[config.mk]
export PLATFORM = sky130hd
export DESIGN_NAME = writeback_stage
export DESIGN_NICKNAME = d
export VERILOG_FILES = /design/src/rtl/wb_pkg.sv /design/src/rtl/load_align.sv /design/src/rtl/writeback_stage.sv
export SDC_FILE = /design/constraint.sdc
export NUM_CORES = 1
export LEC_CHECK = 0
export ABC_AREA = 1
export ABC_CLOCK_PERIOD_IN_PS = 2200
export BUFFER_PORTS_ARGS = -buffer_cell sky130_fd_sc_hd__buf_2
export CORE_AREA = 2 2 104 106
export CTS_CLUSTER_SIZE = 28
export DETAILED_ROUTE_END_ITERATION = 6
export DIE_AREA = 0 0 106 108
export PLACE_DENSITY_LB_ADDON = 0.12
export SETUP_SLACK_MARGIN = 0.15
export SLEW_MARGIN = 20
export SYNTH_ARGS = -nofsm -noshare
export SYNTH_HDL_FRONTEND = slang
export SYNTH_SLANG_ARGS = --single-unit
[constraint.sdc]
create_clock -name clock -period 2.2 [get_ports clock]
set_input_delay 0 -clock clock [delete_from_list [all_inputs] [get_ports clock]]
set_output_delay 0 -clock clock [all_outputs]
set_load 0.05 [all_outputs]
[src/rtl/wb_pkg.sv]
// wb_pkg: write-back encodings and a reusable sub-word load extension helper.
package wb_pkg;
  localparam int MAX_W = 64;
  typedef enum logic [1:0] {SEL_ALU = 2'b00, SEL_LOAD = 2'b01, SEL_LINK = 2'b10, SEL_RSVD = 2'b11} sel_e;
  typedef enum logic [1:0] {LD_BYTE = 2'b00, LD_HALF = 2'b01, LD_WORD = 2'b10, LD_WORD2 = 2'b11} ldsize_e;
  // raw must already have the selected lane shifted down to bit 0
  function automatic logic [MAX_W-1:0] ld_extend(input logic [MAX_W-1:0] raw, input logic [1:0] size, input logic sgn);
    return size == LD_BYTE ? {{(MAX_W-8){sgn & raw[7]}}, raw[7:0]} :
           size == LD_HALF ? {{(MAX_W-16){sgn & raw[15]}}, raw[15:0]} : raw;
  endfunction
endpackage

[src/rtl/load_align.sv]
// load_align: selects the addressed byte/half lane of a memory word and extends it.
module load_align
  import wb_pkg::*;
#(
  parameter int DATA_W = 32,
  parameter int OFF_W  = $clog2(DATA_W/8)
) (
  input  logic [DATA_W-1:0] mem_i,
  input  logic [1:0]        size_i,
  input  logic [OFF_W-1:0]  off_i,
  input  logic              signed_i,
  output logic [DATA_W-1:0] data_o
);
  logic [OFF_W-1:0] lane;
  logic [MAX_W-1:0] wide;
  logic [MAX_W-1:0] ext;
  always_comb begin
    lane = size_i == LD_BYTE ? off_i : size_i == LD_HALF ? off_i & ~OFF_W'(1) : '0;
    wide = '0;
    wide[DATA_W-1:0] = mem_i >> {lane, 3'b000};
    ext = ld_extend(wide, size_i, signed_i);
    data_o = ext[DATA_W-1:0];
  end
endmodule

[src/rtl/writeback_stage.sv]
// writeback_stage: single registered write-back slot with handshake, bypass and retire counter.
module writeback_stage
  import wb_pkg::*;
#(
  parameter int DATA_W = 32,
  parameter int REG_W  = 5,
  parameter int CNT_W  = 16,
  localparam int OFF_W = $clog2(DATA_W/8)
) (
  input  logic              clock,
  input  logic              reset,
  input  logic              in_valid,
  output logic              in_ready,
  input  logic              in_nop,
  input  logic              in_we,
  input  logic [REG_W-1:0]  in_rd,
  input  logic [1:0]        in_sel,
  input  logic [DATA_W-1:0] in_alu,
  input  logic [DATA_W-1:0] in_mem,
  input  logic [DATA_W-1:0] in_link,
  input  logic [1:0]        in_ldsize,
  input  logic [OFF_W-1:0]  in_ldoff,
  input  logic              in_ldsigned,
  input  logic              rf_busy,
  output logic              ctrl_writeEnable,
  output logic [REG_W-1:0]  ctrl_writeReg,
  output logic [DATA_W-1:0] data_writeReg,
  output logic              fwd_valid,
  output logic [REG_W-1:0]  fwd_rd,
  output logic [DATA_W-1:0] fwd_data,
  output logic [CNT_W-1:0]  retire_count
);
  logic              occ_q, occ_d, we_q, we_d, nop_q, nop_d;
  logic [REG_W-1:0]  rd_q, rd_d;
  logic [DATA_W-1:0] data_q, data_d, ld_data, res;
  logic [CNT_W-1:0]  cnt_q, cnt_d;
  logic              fire, accept;

  load_align #(.DATA_W(DATA_W), .OFF_W(OFF_W)) u_align (
    .mem_i(in_mem), .size_i(in_ldsize), .off_i(in_ldoff), .signed_i(in_ldsigned), .data_o(ld_data)
  );

  always_comb begin
    fire = occ_q & ~rf_busy;
    in_ready = ~occ_q | ~rf_busy;
    accept = in_valid & in_ready;
    res = in_sel == SEL_LOAD ? ld_data : in_sel == SEL_LINK ? in_link : in_alu;
    occ_d = accept | (occ_q & ~fire);
    we_d = accept ? in_we & ~in_nop & (in_rd != '0) : we_q;
    nop_d = accept ? in_nop : nop_q;
    rd_d = accept ? in_rd : rd_q;
    data_d = accept ? res : data_q;
    cnt_d = fire & ~nop_q ? cnt_q + CNT_W'(1) : cnt_q;
  end

  always_ff @(posedge clock) begin
    if (reset) begin
      occ_q <= 1'b0;
      we_q <= 1'b0;
      nop_q <= 1'b0;
      rd_q <= '0;
      data_q <= '0;
      cnt_q <= '0;
    end else begin
      occ_q <= occ_d;
      we_q <= we_d;
      nop_q <= nop_d;
      rd_q <= rd_d;
      data_q <= data_d;
      cnt_q <= cnt_d;
    end
  end

  assign ctrl_writeEnable = fire & we_q;
  assign ctrl_writeReg = occ_q ? rd_q : '0;
  assign data_writeReg = occ_q ? data_q : '0;
  assign fwd_valid = occ_q & we_q;
  assign fwd_rd = occ_q ? rd_q : '0;
  assign fwd_data = occ_q ? data_q : '0;
  assign retire_count = cnt_q;
endmodule

Word level (Yosys, flattened, before mapping) --
Cells that the tools add are included.
Storage, ports and cells: input bits 114, output and inout port bits 93, bits in writable memories 0, latch bits 0, memories kept 0, memory bits (read-only) 0, bits in registers 56
Operators by class: reduce and logical (&&, ||, !) cells 2, div/mod/pow operators 0, equal/unequal tests 3, add/sub/neg operators 1, $lt $le $gt $ge 0, multipliers 0, shifts and indexed selects 1, bitwise operators 17, muxes and demuxes 8
Operators with widths (number):
- $mux 32 | 5
- $shr 32x5->32 | 1
- $add 16x1->16 const B | 1
- $and 1x1->1 | 10
- $mux 5 | 1
- $not 1->1 | 5
- $reduce_bool 5->1 | 1
- $eq 2x1->1 const B | 2
- $mux 2 | 2
- $eq 2x2->1 const B | 1
- $logic_not 2->1 | 1
- $or 1x1->1 | 2

Logic depth before layout (Yosys ltp) --
Gate-level depths: netlist (run 1).
word-level depth 8, mapped depth 11

By module --
A second synthesis (run 1) with hierarchy kept.
Unflattened totals: cell total of the unflattened synthesis 729, area total of the unflattened synthesis 4433.0 um^2
Modules (own cells, without submodules):
- writeback_stage | area an instance 3482.1 um^2, sequential area each 1121.1 um^2, times used 1, cells an instance 545
- load_align | area an instance 950.9 um^2, sequential area each 0.0 um^2, times used 1, cells an instance 184

Worst setup path before layout (run 1) --
OpenSTA, ideal clock, no wires.
path kind register -> register, start register cnt_q[0], in the netlist retire_count[0], end register cnt_q[10], in the netlist retire_count[10], buffers on the path 0, library setup time 0.113 ns, slack 0.270 ns, arrival 1.817 ns, cell stages (with the launch flop) 11, path through dfxtp_1 > ha_1 > inv_1 > nor3_2 > nand2_1 > nor2_1 > nand2_1 > nor2_2 > nand2_1 > o21ai_1 > nor2_1
On the way: longest elaborated chain between the ends 1
Ends and longest elaborated chain:
- start: declaration | line writeback_stage.sv:36 | logic [CNT_W-1:0] cnt_q, cnt_d;
- start signal: assignment | line writeback_stage.sv:70 | cnt_q <= cnt_d;
- $add 16x1->16 | line writeback_stage.sv:53 | cnt_d = fire & ~nop_q ? cnt_q + CNT_W'(1) : cnt_q;
No other way between the ends. A chain may end at the register's enable or synchronous reset.

Worst setup path in the final report (run 1) --
Same ends and word-level chain as after synthesis.

==> results of run 1 <==
## power by group through the flow
stage / registers (mW) / clock network, mW / logic, mW
6_report: 1.10 / 0.579 / 0.792
5_1_grt: 1.11 / 0.634 / 0.872
4_1_cts: 1.10 / 0.597 / 0.797
3_5_place_dp: 1.13 / 0 / 0.787
3_3_place_gp: 1.12 / 0 / 0.784
2_1_floorplan: 1.12 / 0 / 0.557
## worst min-delay path, stage by stage
cell,delay (ps)
buf_2,80
o21ai_0,70
a31oi_1,150
## final cells by class
cell class / count / area (µm²)
Clock inverter: 3 / 21.3
Inverter: 86 / 323
Sequential cell: 56 / 1120
Fill cell: 1091 / 5120
Timing Repair Buffer: 219 / 1160
Clock buffer: 5 / 68.8
Antenna cell: 1 / 2.50
Tap cell: 136 / 170
Multi-Input combinational cell: 469 / 2240
## repair_timing
action,CTS,global route
hold buffers,6,0
gates resized for setup,0,0
hold endpoints to repair,7,0
## metal layers
| layer | part of all wire | vias to the layer above |
|---|---|---|
| li1 | - | 2442 |
| met1 | 0.44 | 2083 |
| met2 | 0.49 | 160 |
| met3 | 0.056 | 12 |
| met4 | 0.012 | 2 |
| met5 | 0.00053 | - |
## logic make-up after synthesis
group | share of synthesized area
AO/OA/AOI/OAI | 0.144
flip-flops | 0.271
AND/OR/NAND/NOR | 0.382
buffers and inverters | 0.186
adder cells (fa/ha/maj) | 0.00303
XOR/XNOR | 0.00848
multiplexers | 0.00484
## registers in the layout, indices dropped and copies added (netlist names)
signal,flops
retire_count,16
occ_q,1
data_q,32
rd_q,5
we_q,1
nop_q,1
## layout by cell type, fill, tap and decap left out, drive strengths merged, types with 2 or more instances in the layout
| master | count |
|---|---|
| mux2i | 2 |
| a21oi | 31 |
| nand4 | 8 |
| buf | 213 |
| clkbuf | 5 |
| nor3 | 12 |
| nand3 | 69 |
| inv | 87 |
| xnor2 | 2 |
| a31oi | 8 |
| dlygate4sd3 | 6 |
| dfxtp | 56 |
| nor2 | 88 |
| o21ai | 61 |
| o211ai | 8 |
| or2 | 2 |
| xor2 | 2 |
| nand2 | 170 |
## path summary, 6_finish.rpt
path,startpoint,endpoint,slack [ps],depth (start not counted)
worst max-delay path,retire_count[0],retire_count[10],490,10
worst min-delay path,in_link[2],data_q[2],20,3
worst max register to register,retire_count[0],retire_count[10],490,10
worst min register to register,data_q[12],data_q[12],480,2
## metrics by stage
stage                     cells  hold slack (ps)   util  total power [mW]
after detailed placement    960              277  0.484              1.91
after global routing        974             29.3  0.499              2.62
final                       975             24.3  0.499              2.47
after global placement      960              278  0.484              1.91
after CTS                   974             14.6  0.499              2.50
after floorplan             684              164      -              1.68
==> metrics, run 1 <==
Post-synth top flop dfxtp_1; measured slew at the worst slew-check pin 823 ps; number of port buffers 206; Arrival @ worst endpoint 1920 ps; GR met1 Demand/Resource 0.284; Core Rows 37; critical path data required time 2410 ps; largest area contributor in the netlist dfxtp_1; CORE AREA 10200 µm²; final net count 952; Post-CTS Setup Bufs 0; clk sinks 56; skew final 7.51 ps; Post-Place Setup Slack 477 ps; Combinational Power Share 0.320; Die W 106 µm; peak supply drop 0.000297 V; ANT nets after route 0; Remaining Overflow, GRT 0; Hold Fails Final Rpt 0; drt wl/cell 13.6 µm; EDFF count, synth 0; Cell Area, Placed 4950 µm²; ratio of cells with drive above 1 in the final layout 0.297; Critical Path End Type flip-flop; vias in the first global route 4444; fin. max-slew vios 0; Flop pwr share 0.446; grt peak-use layer met2; Die Ht 108 µm; worst setup path category reg -> reg; top post-synthesis cells by area dfxtp_1 (27%), nand2_1 (15%), nor2_1 (7.5%); sequential area share after synthesis 0.271; CTS buffer count 5; CP max-delay cell dfxtp_1; DRC Markers 0; HPWL after DPL 10.5 mm; Iter 0 DRT Violations 249; area share of the largest cell type after synthesis 0.271; clock buffer depth 2; largest net degree at the start of global routing 53; total number of vias 4699; outcome completed; Leak 2.94 nW; Netlist cell types 37; later-pin clock latency in the skew report 310 ps; max-cap viol count 0; Hold WC Path Type in -> reg; RSZ-0062 raised after global routing false; worst-path maximum fanout 5; post-layout min period 1710 ps; Post-Synthesis Cells 684; cell repeated most along the worst path nand2_1; Clock power frac 0.234; Startpoint Class flip-flop; first-pass GRT wire length 21.1 mm; Final Wtd Congestion 0.940; CTS H-Tree Depth 2; Ys Warns 0; die area 11400 µm²; post-route setup TNS 0 ps; sw power 916 µW; post-route cell area 5110 µm²; post-route clock period utilization 0.777; met2 usage 0.429; Area Overhead vs Synth 23.5%; Worst slew margin 0.446; Initial Util 0.404; top cells by count, synth nand2_1 (164), nor2_1 (83), inv_1 (82), nand3_1 (62); internal power 1.56 mW; global-route usage over all layers 0.230; fmax 585 MHz; Final setup viols 0; most frequent cell after synthesis nand2_1; Switching Share 0.370; Mean Syn Cell Area 6.04 µm²; final worst slack 491 ps; cell family with most CP delay simple AND/OR/NAND/NOR gates; vias per inst 4.82; Clock Tree Root clkbuf_8; Mapped Area 4130 µm²; Bufs and invs on worst path 1; CTS tree built; drt total wl 13.2 mm; Async S/R FF share, synth 0; initial antenna violation count 1; crit-path max cell delay 410 ps; worst path cell trace ha_1 > inv_1 > nor3_2 > nand2_1 > nor2_1 > nand2_1 > nor2_2 > nand2_1 > o21ai_1 > nor2_1; PD cells 485 nW/µm²; Worst-path clk slew 110 ps; grt met3 use 0.0325; post-synthesis net count 799; drt first pass iters 4; number of I/O pins 207; Synth Register Bits 56
Note: power is estimated with default switching activity, not from simulation.
==> run 2, diff against run 1 <==
--- a/config.mk
+++ b/config.mk
@@ -6,7 +6,7 @@
 export NUM_CORES = 1
 export LEC_CHECK = 0
 export ABC_AREA = 1
-export ABC_CLOCK_PERIOD_IN_PS = 2200
+export ABC_CLOCK_PERIOD_IN_PS = 1500
 export BUFFER_PORTS_ARGS = -buffer_cell sky130_fd_sc_hd__buf_2
 export CORE_AREA = 2 2 104 106
 export CTS_CLUSTER_SIZE = 28
==> constraint.sdc (replaced) <==
create_clock -name clock -period 1.5 [get_ports clock]
set_input_delay 0 -clock clock [delete_from_list [all_inputs] [get_ports clock]]
set_output_delay 0 -clock clock [all_outputs]
set_load 0.05 [all_outputs]
==> metrics, run 2 (synthesis results as in run 1) <==
skew final 6.19 ps (-1.32 ps); Iter 0 DRT Violations 229 (-8.0%); uppermost layer routed met4; RSZ-0062 raised after global routing true; commonest non-fill, non-tap cell in the layout nand2_1; Startpoint Class flip-flop; largest net degree at the start of global routing 39 (-26%); Initial Util 0.404 (unchanged); CTS H-Tree Depth 2 (unchanged); post-route clock period utilization 0.957 (+0.180); measured slew at the worst slew-check pin 576 ps (-247 ps); worst-path maximum fanout 3 (-2); DRC Markers 0 (unchanged); global-route usage over all layers 0.248 (+0.0174); Fin Hold WS 4.76 ps (-19.6 ps); drt wl/cell 14.5 µm (+7.1%); R2R cell count 9 (-1); max FFs per register 32 (unchanged); Die W 106 µm (unchanged); fmax 697 MHz (+19%); ratio of cells with drive above 1 in the final layout 0.387 (+0.0894); die area 11400 µm² (unchanged); worst setup path category reg -> reg; ANT nets after route 0 (unchanged); Die Ht 108 µm (unchanged); Stages on worst setup path 9 (-1); CORE AREA 10200 µm² (unchanged); met3 WL post-DR 1.03 mm (+41%); PD cells 644 nW/µm² (+33%); Critical Path End Type flip-flop; Cells on Worst Hold Path 5 (+2); drt total wl 14.7 mm (+11%); later-pin clock latency in the skew report 310 ps (about the same); Worst-path clk slew 110 ps (about the same); post-layout min period 1430 ps (-274 ps); CTS tree built; Finished Core Util 0.584 (+0.0845); outcome completed; ant diodes 0 (-1); clock buffer depth 2 (unchanged); max-cap viol count 0 (unchanged); Arrival @ worst endpoint 1660 ps (-260 ps); Final setup viols 0 (unchanged); Bufs and invs on worst path 0 (-1); drt first pass iters 4 (unchanged); final worst slack 65.2 ps (-426 ps); fin. max-slew vios 0 (unchanged); CP max-delay cell dfxtp_4; Leak 3.05 nW (+3.8%); CTS buffer count 5 (unchanged); Area Overhead vs Synth 44.5%; Final Wtd Congestion 0.927 (-1.3%); Hold Fails Final Rpt 0 (unchanged); cell family with most CP delay simple AND/OR/NAND/NOR gates; final net count 991 (+4.1%); Remaining Overflow, GRT 0 (unchanged); first-pass GRT wire length 22.8 mm (+8.0%); Worst slew margin 0.612 (+0.166); vias in the first global route 4745 (+6.8%); detailed-routed wire length on met2 7.15 mm (+9.4%); crit-path max cell delay 400 ps (about the same); total number of vias 5031 (+7.1%); most frequent cells in the layout nand2_1 (154), buf_2 (130), buf_4 (92); Biggest register data_q; number of port buffers 206 (unchanged); clk sinks 56 (unchanged); number of I/O pins 207 (unchanged); wire length on met1 6.32 mm (+9.3%); critical path data required time 1720 ps (-690 ps); Core Rows 37 (unchanged); Hold WC Path Type in -> reg; worst path cell trace nand3b_4 > nor3_4 > nand2_1 > nor2_2 > nand2_2 > nor2_2 > nand2_1 > o21ai_1 > nor2_1; Post-Place Setup Slack 20.3 ps (-457 ps); vias per inst 4.97 (+3.0%); peak supply drop 0.000482 V (+62%); HPWL after DPL 10.9 mm (+3.7%); initial antenna violation count 0 (-1); Clock Tree Root clkbuf_8; r2r setup slk 70 ps (-430 ps)
run 2: layout make-up:
cell class / instances / area (µm²)
Clock buffer: 5 / 68.8
Inverter: 86 / 400
Tap cell: 136 / 170
Clock inverter: 3 / 20.0
Sequential cell: 56 / 1150
Fill cell: 1050 / 4260
Timing Repair Buffer: 258 / 1810
Multi-Input combinational cell: 469 / 2350
run 2: what timing repair did:
action / 4_1_cts / 5_1_grt
cloned: 1 / 1
pin swaps: 3 / 10
hold buffers: 7 / 0
gates resized for setup: 74 / 57
setup endpoints to repair: 87 / 102
setup buffers: 4 / 7
hold endpoints to repair: 8 / 0
run 2: where the power goes:
part | switching, mW | internal [mW]
Combinational | 0.845 | 0.512
Sequential | 0.0531 | 1.56
Clock | 0.536 | 0.335
run 2: per-layer routing:
| layer | vias to the layer above | track usage |
|---|---|---|
| met5 | - | 0 |
| met4 | 0 | 0.0526 |
| met3 | 12 | 0.0362 |
| met2 | 207 | 0.434 |
| met1 | 2285 | 0.325 |
| li1 | 2527 | - |
run 2: worst paths after layout:
check | from | to
worst max register to register | occ_q | retire_count[10]
worst min register to register | data_q[8] | data_q[8]
worst max-delay path | occ_q | retire_count[10]
worst min-delay path | in_we | we_q
run 2: metrics by stage:
step	power, mW	TNS [ps]	instances	instance area [µm²]
floorplan	2.49	0	684	4350
global placement	2.86	0	985	5310
detailed placement	2.87	0	985	5310
CTS	3.80	0	1005	5720
global route	4.05	-141	1013	5970
finish	3.85	0	1013	5970
run 2: tightest hold or removal path: stages:
cell,delay [ps]
buf_2,90
inv_1,40
nor2_1,30
o21ai_0,60
a21oi_1,60
